### config.mk
export PLATFORM = sky130hd
export DESIGN_NAME = umi_write_arbiter
export DESIGN_NICKNAME = d
export VERILOG_FILES = /design/src/rtl/umi_write_arbiter.sv
export SDC_FILE = /design/constraint.sdc
export NUM_CORES = 1
export LEC_CHECK = 0
export CAP_MARGIN = 20
export CORE_AREA = 2 2 501 503
export CTS_BUF_LIST = sky130_fd_sc_hd__clkbuf_2 sky130_fd_sc_hd__clkbuf_4 sky130_fd_sc_hd__clkbuf_8
export DETAILED_ROUTE_END_ITERATION = 8
export DIE_AREA = 0 0 503 505
export SLEW_MARGIN = 20
export SYNTH_ARGS = -nofsm -noshare
export SYNTH_HDL_FRONTEND = slang
export SYNTH_SLANG_ARGS = --single-unit
### constraint.sdc
create_clock -name clk -period 7.08 [get_ports clk]
set_input_delay 1.416 -clock clk [delete_from_list [all_inputs] [get_ports clk]]
set_output_delay 1.416 -clock clk [all_outputs]
set_load 0.03 [all_outputs]
### src/rtl/umi_write_arbiter.sv
// -----------------------------------------------------------------------------
// umi_write_arbiter
//   Shares one UMI write sink (the UMI-to-AXI write bridge) between N UMI
//   requesters. Round-robin arbitration grants one whole packet at a time. The
//   packet is captured into a register and held until the sink pulses
//   out_ready. After every completed transfer, out_valid is held low for one
//   GAP cycle so the sink can leave its in-progress state.
//
// Ports
//   clk          clock
//   rst          synchronous active-high reset
//   in_packet    N*DW  requester i packet at [i*DW +: DW]
//   in_valid     N     requester i has a packet
//   in_ready     N     one-cycle accept pulse to the winning requester (combinational)
//   out_packet   DW    buffered packet to the sink
//   out_valid    1     buffered packet valid
//   out_ready    1     sink completion pulse, honoured only while BUSY
//   grant_id     IW    index of the requester whose packet is buffered
//   busy         1     high in BUSY and GAP
//   timeout_err  1     sticky flag: BUSY lasted TIMEOUT cycles (0 disables)
// -----------------------------------------------------------------------------
module umi_write_arbiter #(
    parameter int N       = 4,
    parameter int DW      = 256,
    parameter int TIMEOUT = 1024,
    localparam int IW     = (N > 1) ? $clog2(N) : 1
) (
    input  logic            clk,
    input  logic            rst,
    input  logic [N*DW-1:0] in_packet,
    input  logic [N-1:0]    in_valid,
    output logic [N-1:0]    in_ready,
    output logic [DW-1:0]   out_packet,
    output logic            out_valid,
    input  logic            out_ready,
    output logic [IW-1:0]   grant_id,
    output logic            busy,
    output logic            timeout_err
);

    // The counter only has to reach TIMEOUT, after which it saturates.
    localparam int CW = (TIMEOUT > 0) ? $clog2(TIMEOUT + 1) : 1;

    typedef enum logic [1:0] {
        IDLE,
        BUSY,
        GAP
    } state_t;

    state_t          state;
    logic [IW-1:0]   rr_ptr;
    logic [CW-1:0]   wait_cnt;

    logic [2*N-1:0]  rotated;
    logic            found;
    int              offset;
    logic [IW-1:0]   win;
    logic [IW-1:0]   next_ptr;
    logic [DW-1:0]   win_packet;

    // Winner search: rotate the request vector so rr_ptr sits at bit 0. The
    // lowest set bit of the rotated vector is then the first requester found
    // walking rr_ptr, rr_ptr+1, ... modulo N.
    // NOTE: combinational blocks use blocking assignments so later statements
    // see the values computed earlier in the same pass; sequential state
    // further down uses non-blocking assignments only.
    always_comb begin
        // NOTE: every variable written here gets a default first, so no path
        // leaves it unassigned and no latch is inferred.
        rotated    = {in_valid, in_valid} >> rr_ptr;
        found      = 1'b0;
        offset     = 0;
        win        = '0;
        next_ptr   = '0;
        win_packet = '0;
        for (int k = N - 1; k >= 0; k--) begin
            if (rotated[k]) begin
                found  = 1'b1;
                offset = k;
            end
        end
        win      = IW'((int'(rr_ptr) + offset) % N);
        next_ptr = IW'((int'(win) + 1) % N);
        for (int i = 0; i < N; i++) begin
            if (win == IW'(i)) begin
                win_packet = in_packet[i*DW +: DW];
            end
        end
    end

    // The accept pulse is combinational so the requester sees it in the same
    // cycle the capture edge happens; suppressed while rst is asserted.
    always_comb begin
        in_ready = '0;
        if (!rst && state == IDLE && found) begin
            in_ready = N'(1) << win;
        end
    end

    always_ff @(posedge clk) begin
        if (rst) begin
            // NOTE: the packet buffer is reset too, so a discarded packet can
            // never reappear on out_packet after reset.
            state       <= IDLE;
            rr_ptr      <= '0;
            wait_cnt    <= '0;
            out_packet  <= '0;
            out_valid   <= 1'b0;
            grant_id    <= '0;
            busy        <= 1'b0;
            timeout_err <= 1'b0;
        end else begin
            case (state)
                IDLE: begin
                    if (found) begin
                        out_packet <= win_packet;
                        grant_id   <= win;
                        rr_ptr     <= next_ptr;
                        out_valid  <= 1'b1;
                        busy       <= 1'b1;
                        wait_cnt   <= '0;
                        state      <= BUSY;
                    end
                end
                BUSY: begin
                    if (wait_cnt != CW'(TIMEOUT)) begin
                        wait_cnt <= wait_cnt + 1'b1;
                    end
                    // The packet is kept on timeout; the flag only reports it.
                    if (TIMEOUT != 0 && int'(wait_cnt) + 1 >= TIMEOUT) begin
                        timeout_err <= 1'b1;
                    end
                    if (out_ready) begin
                        out_valid <= 1'b0;
                        state     <= GAP;
                    end
                end
                GAP: begin
                    busy  <= 1'b0;
                    state <= IDLE;
                end
                default: begin
                    state <= IDLE;
                end
            endcase
        end
    end

endmodule

* After elaboration in Yosys (flattened, before gate mapping)
Cells that the tools add are included.
W data, S select, Z words.
** Word-level totals
- Flip-flop bits (word level) :: 276
- Bits of input ports :: 1031
- Logic and storage cells :: 60
** Cells by class
- $add $sub $neg :: 4
- $lt $le $gt $ge :: 1
- Eq/ne operators :: 9
- Shift-type cells :: 2
- Muxes and demuxes :: 23
- Reduce and logical (&&, ||, !) cells :: 13
** Operators by type and width (number)
- $mux W256 :: 4
- $mux W11 :: 2
- $pmux W11 S2 :: 1
- $add A11 B1 Y12 const B :: 1
- $ge A12 B11 Y1 const B :: 1
- $mux W2 :: 6
- $add A11 B1 Y11 const B :: 1
- $ne A11 B11 Y1 const B :: 1
- $reduce_and A2 Y1 :: 4
- $shr A8 B2 Y4 :: 1
- $eq A2 B2 Y1 const B :: 3
- $mux W1 :: 6
- $ne A2 B2 Y1 const B :: 3
- $reduce_and A3 Y1 :: 2
- $eq A2 B1 Y1 const B :: 2
- $logic_not A2 Y1 :: 2
- $mux W4 :: 1
- $pmux W1 S2 :: 2
- $pmux W2 S2 :: 1
- $reduce_bool A2 Y1 :: 2
- $shl A1 B2 Y4 const A :: 1
- $add A2 B1 Y2 const B :: 1
- $add A2 B2 Y2 :: 1
- $logic_and A1 B1 Y1 :: 2
- $logic_not A1 Y1 :: 1

* Logic depth before layout (Yosys ltp)
- Depth in word-level cells :: 11
- Depth in mapped cells :: 17
- Depth with buffers taken out :: 13

* Worst setup path after synthesis
No wires, ideal clock.
- Kind :: input-to-output
- From :: in in_valid[0]
- To :: out in_ready[3]
- Data arrival time :: 4370 ps
- Data required time :: 5664 ps
- Setup slack :: 1294 ps
- Stages :: 12
- Path through :: buf_2 or4_1 o2111ai_1 ha_1 xnor2_1 xnor2_1 inv_1 ha_1 clkbuf_1 clkbuf_1 clkbuf_1 nor3b_1
** On the way
- Cells in the longest elaborated chain, start to end :: 8
** RTL lines
- start: declaration :: RTL line 31 : input logic [N-1:0] in_valid,
- $shr A8 B2 Y4 (*) :: RTL line 70 : rotated = {in_valid, in_valid} >> rr_ptr;
- $mux W2 (3 in a row) :: RTL line 77 : if (rotated[k]) begin
- $mux W2 (*) :: RTL line 77
- $add A2 B2 Y2 (*) :: RTL line 82 : win = IW'((int'(rr_ptr) + offset) % N);
- named net win[1] :: RTL line 57 : logic [IW-1:0] win;
- $shl A1 B2 Y4 (*) :: RTL line 96 : in_ready = N'(1) << win;
- $mux W4 (*) :: RTL line 95 : if (!rst && state == IDLE && found) begin
- end: declaration :: RTL line 32 : output logic [N-1:0] in_ready,
The timed path passes the listed nets; every way through them passes the cells marked *.

* Worst setup path after layout
- From :: in in_valid[3]
- To :: out in_ready[1]
** On the way
- Cells in the longest elaborated chain, start to end :: 8
** RTL lines (RTL line)
- $shr A8 B2 Y4 (*) :: 70
- $mux W2 (4 in a row) :: 77
- $add A2 B2 Y2 :: 82
- $shl A1 B2 Y4 :: 96
- $mux W4 (*) :: 95
Every way passes the cells marked *; elsewhere a longest branch is shown, timed or not.

==> results.yml <==
clock_network:
  postCtsSetupBuffers: 0
  cts_buffer_depth: 3
  cts_resized: 0
  cts_hold_buf: 0
  clk_pin_slew_ns: 0.06
  numCtsBuffers: 69
  cts-root-buf: "clkbuf_8"
  cts_sinks: 276
  cts_tree: "yes"
  clk_latency_ns: 0.81
  cts_max_level: 3
drt:
  drc: 0
  routed_wl_mm: 206.8
  vias: 26820
  viasPerCell: 3.677
  wl_per_cell_um: 28.35
  drtIter0Drc: 2390
  firstDrtPassIters: 7
  drtAntennaViolNets: 0
cells_and_area:
  syn2layout_area_growth_pct: 98.33
  fin_nets: 4896
  drive_gt1_frac: 0.05019
sta:
  slew_violations: 0
  setup_viol: 0
  slew_headroom: 0.2689
  fin_setup_tns_ns: 0
  holdWs_ns: 0.4860
  worst-slew-pin-transition_ns: 1.097
  rsz0062_at_grt: "no"
  final.min_clock_period_ns: 6.264
  fin_crit_sh: 0.8847
  fmax_mhz: 159.6
  hold_viol: 0
  finClkSkew_ns: 0.04325
power_and_ir_drop:
  p_leak_nw: 11.98
  power_density_mw_per_mm2: 414.8
  ir_drop_uv: 359.8
  total_power_mw: 15.19
global_routing:
  grt.total_usage: 0.1539
  grt_use_met1: 0.1724
  grt_pass1_vias: 25280
  overflow: 0
  antenna_found_initial: 213
  met3_usage: 0.07287
  busiest_layer: "met2"
  grt_max_degree: 182
  globalRouteMet2Util: 0.2502
  grt_pass1_wl_mm: 256.8
synth:
  ys.flop_type: "dfxtp_1"
  synth.top_cell.area_share: 0.2992
  synth-edff-count: 0
  synth_area_per_cell_um2: 6.755
  async_flop_share: 0
  ys_warn_count: 0
  synth-seq-cells: 276
  synth_area_leaders: "dfxtp_1 30%, a21oi_1 21%, nand3b_1 10%, o21a_1 10%, nor3_1 6.7%"
  ys_types: 37
  yosysSeqAreaShare: 0.2992
  synth_nets: 3772
  synth_cells: 2734
  yosysTopAreaCell: "dfxtp_1"
  syn_area_mm2: 0.01847
setup_path:
  arrival_ns: 4.85
  r2r_slack_ns: 2.48
  crit_path_end_kind: "primary output"
  path_max_fanout: 8
  criticalPathCategory: "input port to primary output"
  worstPathRequired_ns: 5.66
  critPathLaunchType: "input port"
place:
  gp_congestion: 0.9473
  port_buffers: 1295
  hpwl_mm: 174.2
die:
  start_util: 0.07441
  dieWidth_um: 503
  ios: 1296
  core_mm2: 0.2482
  die_h_um: 505
  rows: 183
  dieArea_mm2: 0.2540
job:
  drv_cap: 0
outcome:
  outcome: "completed"
hold_path:
  hold_path_class: "flip-flop to flip-flop"
[cell type report]
class | count | area (µm²)
antenna | 59 | 147.6
clock buffer | 101 | 1321
clock inverter | 17 | 212.7
fill | 28520 | 211600
inverter | 8 | 30.03
multi-input combinational | 2157 | 11730
sequential | 276 | 5525
tap | 3330 | 4167
timing repair buffer | 1346 | 13500
[logic make-up after synthesis]
| family | synth area share |
|---|---|
| AO/OA/AOI/OAI | 0.3214 |
| XOR/XNOR | 0.005217 |
| flip-flops | 0.2992 |
| AND/OR/NAND/NOR | 0.3002 |
| adder cells (fa/ha/maj) | 0.004742 |
| buffers and inverters | 0.06924 |
[layout by cell type (no fill, tap or decap), drive strengths merged]
| cell | synthesis | layout |
|---|---|---|
| and3 | 5 | 5 |
| clkinvlp | 0 | 2 |
| clkbuf | 231 | 101 |
| ha | 7 | 7 |
| inv | 8 | 12 |
| nand4 | 6 | 6 |
| nand2b | 4 | 4 |
| o21ai | 4 | 4 |
| a21oi | 775 | 775 |
| nor2 | 282 | 282 |
| xor2 | 7 | 7 |
| o211ai | 1 | 1 |
| nor4 | 1 | 1 |
| nand2 | 264 | 264 |
| nand3b | 256 | 256 |
| nand3 | 5 | 5 |
| o2111ai | 1 | 1 |
| a31oi | 1 | 1 |
| a32oi | 1 | 1 |
| o21a | 256 | 256 |
| and2 | 3 | 3 |
| nor3 | 259 | 259 |
| diode | 0 | 59 |
| nor4b | 2 | 2 |
| xnor2 | 4 | 4 |
| a211oi | 2 | 2 |
| a2111oi | 2 | 2 |
| nor3b | 4 | 4 |
| clkdlybuf4s50 | 0 | 1293 |
| buf | 62 | 53 |
| clkinv | 0 | 7 |
| or3 | 2 | 2 |
| o32ai | 2 | 2 |
| or4 | 1 | 1 |
| dfxtp | 276 | 276 |
| bufinv | 0 | 4 |
[registers in the layout, summed over array words and instances (netlist names)]
register	flops
busy	1
grant_id	2
out_packet	256
out_valid	1
rr_ptr	2
state	2
timeout_err	1
wait_cnt	11
[where the power goes]
part           internal (mW)  leakage, nW  switching, mW
combinational           3.56         8.89           6.81
sequential              2.08         2.29          0.324
clock                   1.34        0.805           1.07
total                   6.98         12.0           8.21
[path summary, 6_finish.rpt]
check               from             end  cells past startpoint
max reg2reg    rr_ptr[0]  out_packet[41]                     13
min reg2reg  grant_id[0]     grant_id[0]                      2
min          grant_id[0]     grant_id[0]                      2
max          in_valid[3]     in_ready[1]                     11
[per-stage QoR]
step	cell area, µm²	cells	util	worst slack [ns]
3_3_place_gp	34940	7117	0.1408	0.5810
6_report	36630	7294	0.1476	0.8161
4_1_cts	36480	7235	0.1470	0.8344
2_1_floorplan	18470	2734	-	1.294
3_5_place_dp	34940	7117	0.1408	0.8677
5_1_grt	36560	7268	0.1473	0.7145
[routing by layer]
| metal | part of all wire | routed length (µm) |
|---|---|---|
| met5 | 0.0041 | 849 |
| met4 | 0.044 | 9198 |
| met3 | 0.12 | 25080 |
| met2 | 0.45 | 92690 |
| met1 | 0.38 | 78990 |
[synthesized netlist by cell type, types with 5 or more instances]
| cell | n |
|---|---|
| nor3_2 | 10 |
| a21oi_2 | 9 |
| clkbuf_1 | 231 |
| o21a_1 | 256 |
| a21oi_1 | 766 |
| inv_1 | 8 |
| buf_1 | 19 |
| buf_2 | 23 |
| nand3b_1 | 256 |
| nand3_1 | 5 |
| nand4_1 | 6 |
| buf_4 | 10 |
| dfxtp_1 | 276 |
| nand2_1 | 264 |
| nor3_1 | 249 |
| ha_1 | 7 |
| nor2_1 | 282 |
| buf_6 | 8 |
| xor2_1 | 7 |
| and3_1 | 5 |
[critical path, stage by stage]
cell	delay (ns)
clkdlybuf4s50_1	0.65
inv_1	0.14
and3_1	0.18
o21ai_0	0.14
o2111ai_1	0.14
ha_1	0.22
xnor2_1	0.15
xnor2_1	0.51
ha_4	0.33
nor3b_1	0.25
clkdlybuf4s50_1	0.72
No activity file was read; power rests on OpenSTA's default activity.
